<file path="src/rtl/pwm_capture_if.sv">
// Bus-side signal bundle of the PWM input-capture peripheral.
// The master drives writes and addresses; the slave returns combinational read data.
interface pwm_capture_if;
  logic        we_i;
  logic [31:0] addr_i;
  logic [31:0] data_i;
  logic [31:0] data_o;

  modport master (
    output we_i,
    output addr_i,
    output data_i,
    input  data_o
  );

  modport slave (
    input  we_i,
    input  addr_i,
    input  data_i,
    output data_o
  );
endinterface

</file>
<file path="src/rtl/pwm_capture.sv">
// PWM input capture: measures period and high time of pwm_in_i in clk cycles.
// Optional macro PWM_CAPTURE_IRQ_EN enables CTRL.IE and the level interrupt irq_o.
module pwm_capture #(
  parameter int          CNT_W       = 32,
  parameter logic [31:0] TIMEOUT_DEF = 32'd1_000_000
) (
  input  logic        clk,
  input  logic        rst,
  pwm_capture_if.slave bus,
  input  logic        pwm_in_i,
  output logic        irq_o
);

  localparam logic [7:0] ADDR_CTRL    = 8'h00;
  localparam logic [7:0] ADDR_STATUS  = 8'h04;
  localparam logic [7:0] ADDR_PERIOD  = 8'h08;
  localparam logic [7:0] ADDR_HIGH    = 8'h0C;
  localparam logic [7:0] ADDR_TIMEOUT = 8'h10;

  typedef enum logic [1:0] {
    ST_IDLE,
    ST_ARM,
    ST_HI,
    ST_LO
  } state_t;

  state_t state_reg, state_next;

  logic [2:0]       sync_reg;
  logic             rise, fall, level;

  logic [CNT_W-1:0] cnt_reg, cnt_next, cnt_inc;
  logic [CNT_W-1:0] hold_reg, hold_next;
  logic [CNT_W-1:0] period_reg, high_reg;
  logic [31:0]      cnt_ext;
  logic             tmo_reached;
  logic             capture, timeout_hit;

  logic             en_reg, ie_rd;
  logic             valid_reg, ovr_reg, stuck_reg;
  logic [31:0]      timeout_reg;

  logic             wr_ctrl, wr_status, wr_timeout;
  logic             clr_valid, clr_ovr, clr_stuck;
  logic             unused_addr;

  assign unused_addr = ^bus.addr_i[31:8];

  assign wr_ctrl    = bus.we_i && (bus.addr_i[7:0] == ADDR_CTRL);
  assign wr_status  = bus.we_i && (bus.addr_i[7:0] == ADDR_STATUS);
  assign wr_timeout = bus.we_i && (bus.addr_i[7:0] == ADDR_TIMEOUT);

  assign clr_valid  = wr_status & bus.data_i[0];
  assign clr_ovr    = wr_status & bus.data_i[1];
  assign clr_stuck  = wr_status & bus.data_i[2];

  // Two flops to settle the asynchronous pin, a third to remember the last settled level.
  always_ff @(posedge clk) begin
    if (!rst) begin
      sync_reg <= 3'b000;
    end else begin
      sync_reg <= {sync_reg[1:0], pwm_in_i};
    end
  end

  assign level = sync_reg[1];
  assign rise  =  sync_reg[1] & ~sync_reg[2];
  assign fall  = ~sync_reg[1] &  sync_reg[2];

  assign cnt_inc     = (cnt_reg == {CNT_W{1'b1}}) ? cnt_reg : cnt_reg + 1'b1;
  assign cnt_ext     = 32'(cnt_reg);
  assign tmo_reached = (timeout_reg != 32'd0) && (cnt_ext >= timeout_reg);

  always_ff @(posedge clk) begin
    if (!rst) begin
      state_reg <= ST_IDLE;
      cnt_reg   <= '0;
      hold_reg  <= '0;
    end else begin
      state_reg <= state_next;
      cnt_reg   <= cnt_next;
      hold_reg  <= hold_next;
    end
  end

  // EN is the registered value, so a capture in the same cycle as an EN=0 write still lands.
  always_comb begin
    state_next  = state_reg;
    cnt_next    = cnt_reg;
    hold_next   = hold_reg;
    capture     = 1'b0;
    timeout_hit = 1'b0;
    if (!en_reg) begin
      state_next = ST_IDLE;
      cnt_next   = '0;
    end else begin
      case (state_reg)
        ST_IDLE: begin
          state_next = ST_ARM;
          cnt_next   = '0;
        end
        ST_ARM: begin
          cnt_next = '0;
          if (rise) begin
            cnt_next   = CNT_W'(1);
            state_next = ST_HI;
          end
        end
        ST_HI: begin
          if (tmo_reached) begin
            timeout_hit = 1'b1;
            cnt_next    = '0;
            state_next  = ST_ARM;
          end else begin
            cnt_next = cnt_inc;
            if (fall) begin
              hold_next  = cnt_reg;
              state_next = ST_LO;
            end
          end
        end
        ST_LO: begin
          if (tmo_reached) begin
            timeout_hit = 1'b1;
            cnt_next    = '0;
            state_next  = ST_ARM;
          end else if (rise) begin
            capture    = 1'b1;
            cnt_next   = CNT_W'(1);
            state_next = ST_HI;
          end else begin
            cnt_next = cnt_inc;
          end
        end
        default: begin
          state_next = ST_IDLE;
          cnt_next   = '0;
        end
      endcase
    end
  end

  always_ff @(posedge clk) begin
    if (!rst) begin
      period_reg <= '0;
      high_reg   <= '0;
    end else if (capture) begin
      period_reg <= cnt_reg;
      high_reg   <= hold_reg;
    end
  end

  // Status sets take priority over W1C clears; OVR looks at VALID before this cycle's write.
  always_ff @(posedge clk) begin
    if (!rst) begin
      valid_reg <= 1'b0;
      ovr_reg   <= 1'b0;
      stuck_reg <= 1'b0;
    end else begin
      valid_reg <= capture | (valid_reg & ~clr_valid);
      ovr_reg   <= (capture & valid_reg) | (ovr_reg & ~clr_ovr);
      stuck_reg <= timeout_hit | (stuck_reg & ~clr_stuck);
    end
  end

  always_ff @(posedge clk) begin
    if (!rst) begin
      en_reg      <= 1'b0;
      timeout_reg <= TIMEOUT_DEF;
    end else begin
      if (wr_ctrl) begin
        en_reg <= bus.data_i[0];
      end
      if (wr_timeout) begin
        timeout_reg <= bus.data_i;
      end
    end
  end

`ifdef PWM_CAPTURE_IRQ_EN
  logic ie_reg;
  logic irq_reg;

  always_ff @(posedge clk) begin
    if (!rst) begin
      ie_reg  <= 1'b0;
      irq_reg <= 1'b0;
    end else begin
      if (wr_ctrl) begin
        ie_reg <= bus.data_i[1];
      end
      irq_reg <= ie_reg & (valid_reg | stuck_reg);
    end
  end

  assign ie_rd = ie_reg;
  assign irq_o = irq_reg;
`else
  assign ie_rd = 1'b0;
  assign irq_o = 1'b0;
`endif

  always_comb begin
    bus.data_o = 32'd0;
    case (bus.addr_i[7:0])
      ADDR_CTRL:    bus.data_o = {30'd0, ie_rd, en_reg};
      ADDR_STATUS:  bus.data_o = {28'd0, level, stuck_reg, ovr_reg, valid_reg};
      ADDR_PERIOD:  bus.data_o = 32'(period_reg);
      ADDR_HIGH:    bus.data_o = 32'(high_reg);
      ADDR_TIMEOUT: bus.data_o = timeout_reg;
      default:      bus.data_o = 32'd0;
    endcase
  end

endmodule

</file>
<file path="src/flat_wrapper.sv">
// flat-port wrapper written by rule: the top's interface ports become plain ports
module pwm_capture_flat 
#(
  parameter int          CNT_W       = 32,
  parameter logic [31:0] TIMEOUT_DEF = 32'd1_000_000
)
  (clk, rst, pwm_in_i, irq_o, bus_we_i, bus_addr_i, bus_data_i, bus_data_o);
  pwm_capture_if bus_i ();
  input  logic clk;
  input  logic rst;
  input  logic pwm_in_i;
  output logic irq_o;
  input wire logic [$bits(bus_i.we_i)-1:0] bus_we_i;
  input wire logic [$bits(bus_i.addr_i)-1:0] bus_addr_i;
  input wire logic [$bits(bus_i.data_i)-1:0] bus_data_i;
  output wire logic [$bits(bus_i.data_o)-1:0] bus_data_o;
  assign bus_i.we_i = bus_we_i;
  assign bus_i.addr_i = bus_addr_i;
  assign bus_i.data_i = bus_data_i;
  assign bus_data_o = bus_i.data_o;
  pwm_capture #(.CNT_W(CNT_W), .TIMEOUT_DEF(TIMEOUT_DEF)) u_core (.clk(clk), .rst(rst), .bus(bus_i), .pwm_in_i(pwm_in_i), .irq_o(irq_o));
endmodule
</file>
<file path="config.mk">
export PLATFORM = sky130hd
export DESIGN_NAME = pwm_capture_flat
export DESIGN_NICKNAME = d
export VERILOG_FILES = /design/src/rtl/pwm_capture_if.sv /design/src/rtl/pwm_capture.sv /design/src/flat_wrapper.sv
export SDC_FILE = /design/constraint.sdc
export NUM_CORES = 1
export LEC_CHECK = 0
export BUFFER_PORTS_ARGS = -buffer_cell sky130_fd_sc_hd__buf_2
export CAP_MARGIN = 20
export CORE_UTILIZATION = 49
export DETAILED_ROUTE_END_ITERATION = 10
export PLACE_DENSITY_LB_ADDON = 0.25
export SLEW_MARGIN = 20
export SYNTH_ARGS = -nofsm -noshare
export SYNTH_HDL_FRONTEND = slang
export SYNTH_SLANG_ARGS = --single-unit
</file>
<file path="constraint.sdc">
create_clock -name clk -period 3.4 [get_ports clk]
set_input_delay 0.51 -clock clk [delete_from_list [all_inputs] [get_ports clk]]
set_output_delay 0.51 -clock clk [all_outputs]
set_load 0.05 [all_outputs]
</file>
==> impl_metrics.env <==
export IMPL_cts_tree="yes"
export IMPL_dieArea_um2=16900
export IMPL_finalClockSkew_ps=12.7
export IMPL_ys_seq_area_share_pct=42.1
export IMPL_rows=46
export IMPL_worstPathRequired_ps=2890
export IMPL_n_fill_cell=1511
export IMPL_io_pin_count=101
export IMPL_startpoint_type="primary input"
export IMPL_antenna_cells=0
export IMPL_portBuffers=75
export IMPL_cts_buffers=17
export IMPL_power_density_nw_per_um2=432
export IMPL_seqCellArea_um2=3380
export IMPL_tns_ps=0
export IMPL_num_vias=6343
export IMPL_via_per_inst=5.23
export IMPL_drc=0
export IMPL_setup_viol=0
export IMPL_min_path_type="in2reg"
export IMPL_max_slew_margin_pct=58.4
export IMPL_cts_root_buf="clkbuf_16"
export IMPL_antenna_found_initial=0
export IMPL_synth_cells=927
export IMPL_insertion_delay_ps=430
export IMPL_drive_gt1_share_pct=13.3
export IMPL_grt_pass1_wl_mm=29.6
export IMPL_syn_avg_cell_area_um2=8.68
export IMPL_nNetsFinal=1087
export IMPL_setup_worst_path_class="in2out"
export IMPL_cts_clk_slew_worst_paths_ps=60
export IMPL_synth_net_count=1028
export IMPL_yosysWarnings=0
export IMPL_grtUsageMet1_pct=30.8
export IMPL_ant_nets=0
export IMPL_combPwrFrac_pct=2.4
export IMPL_grt_overflow=0
export IMPL_drt_first_pass_iters=4
export IMPL_track_usage_pct=22.5
export IMPL_final_cell_mix="nand2_1, dfxtp_1, mux2i_1"
export IMPL_maxSlewViolCount=0
export IMPL_clock_sinks=169
export IMPL_async_flop_share_pct=0
export IMPL_post_place_cells=1183
export IMPL_arrival_ps=2470
export IMPL_p_clk_share_pct=47.9
export IMPL_max_cap_viol_count=0
export IMPL_hpwlAfterDp_mm=12.5
export IMPL_first_iter_violations=369
export IMPL_grt_util_met2_pct=35.9
export IMPL_min_period_ps=2980
export IMPL_synth_top_area_share_pct=42.1
export IMPL_ys_types=52
export IMPL_rsz0062_at_grt="false"
export IMPL_coreArea_um2=15900
export IMPL_area_growth_pct=14.7
export IMPL_cts_resized=0
export IMPL_crit_fanout=18
export IMPL_die_w_um=130
export IMPL_synth_edf_count=0
export IMPL_power_frac_seq_pct=49.8
export IMPL_yosys_area_top_type="dfxtp_1"
export IMPL_p_sw_share_pct=20.3
export IMPL_fp_dieH_um=130
export IMPL_grt_pass1_vias=6055
export IMPL_end_kind="output port"
export IMPL_fmax_ghz=0.336
export IMPL_finalHoldViolCount=0
export IMPL_start_util_pct=50.4
export IMPL_grtUsageMet3_pct=4.35
export IMPL_clock_path_buffers=2
export IMPL_synthFlopType="dfxtp_1"
export IMPL_synth_area_um2=8040
export IMPL_top_usage_layer="met2"
export IMPL_worst_slack_ps=422
export IMPL_status="completed"
export IMPL_avgRoutedWirePerCell_um=14.8
export IMPL_period_share_pct=87.6
export IMPL_worstMarginPinSlew_ps=619
export IMPL_final_common_cell="nand2_1"
export IMPL_postCtsHoldBufs=0
export IMPL_htreeDepth=4
export IMPL_grt_max_degree=73
export IMPL_leakage_nw=4.07
export IMPL_power_internal_mw=3.18
export IMPL_post_cts_repair_setup_buffers=0
export IMPL_synth_area_leaders="dfxtp_1, mux2i_1, nand2_1"
export IMPL_max_vdd_ir_drop_uv=363
export IMPL_ys_ff_latch=169
export IMPL_pre_cts_ws_ps=453
export IMPL_globalplace_congestion=0.789
export IMPL_final_cell_count_no_fill=1213
export IMPL_total_power_mw=3.99
export IMPL_multi_input_area_um2=4280
export IMPL_wl_mm=17.9
export IMPL_switchingPower_mw=0.811
-- area by class of cell --
type	count	area share, %
clock buffer	20	4.84
clock inverter	10	1.38
inverter	41	1.67
multi-input combinational	664	46.4
sequential	169	36.7
tap	216	2.93
timing repair buffer	93	6.11
-- logic make-up after synthesis --
kind of cell               share of synthesized area, %
AOI/OAI and AO/OA                                  8.14
xor gates and xnor gates                           3.38
adders and majority gates                          5.13
buffers and inverters                              5.02
DFF                                                42.1
muxes                                              16.2
other                                            0.0466
and+or+nand+nor                                    20.0
-- stage by stage --
step,util (%),area (um2),hold slack (ps)
6_report,57.8,9220,298
5_1_grt,57.8,9220,313
4_1_cts,57.8,9220,290
3_5_place_dp,54.2,8650,439
3_3_place_gp,54.2,8650,436
2_1_floorplan,-,8040,412
-- Yosys cell counts (all sizes together), types with 3 or more instances --
cell,number
a21boi,26
a21oi,12
a22oi,3
and2,6
and3,3
and4,4
buf,20
clkbuf,33
dfxtp,169
ha,33
inv,41
mux2i,129
nand2,239
nand3,24
nand4,11
nor2,45
nor2b,4
nor3,10
nor4,12
o211ai,8
o21ai,37
xnor2,17
xor2,14
-- worst max-delay path, stage by stage --
cell     delay (ps)
buf_2            90
or4_1           560
nor3_1          330
nand2_1         130
buf_4           220
o21ai_0         300
buf_2           320
-- power by group through the flow --
stage          Combinational, mW  Clock (mW)  Sequential [mW]
4_1_cts                   0.0957        1.94             1.98
6_report                  0.0952        1.91             1.98
3_3_place_gp              0.0954           0             2.03
3_5_place_dp              0.0955           0             2.03
2_1_floorplan             0.0551           0             2.03
5_1_grt                    0.104        2.03             1.98
-- final timing paths --
path	cells past startpoint	slack, ps	from	to
setup / recovery	7	420	bus_addr_i[0]	bus_data_o[31]
hold reg to reg	1	450	u_core.sync_reg[0]	u_core.sync_reg[1]
hold / removal	3	300	bus_data_i[14]	u_core.timeout_reg[14]
setup reg to reg	10	540	u_core.timeout_reg[14]	u_core.hold_reg[11]
-- metal layers --
layer  wire (um)  vias up
li1            -     3250
met1        9150     2980
met2        8020       92
met3         520       21
met4         233        0
met5           0        -
(Power assumes the default switching activity.)
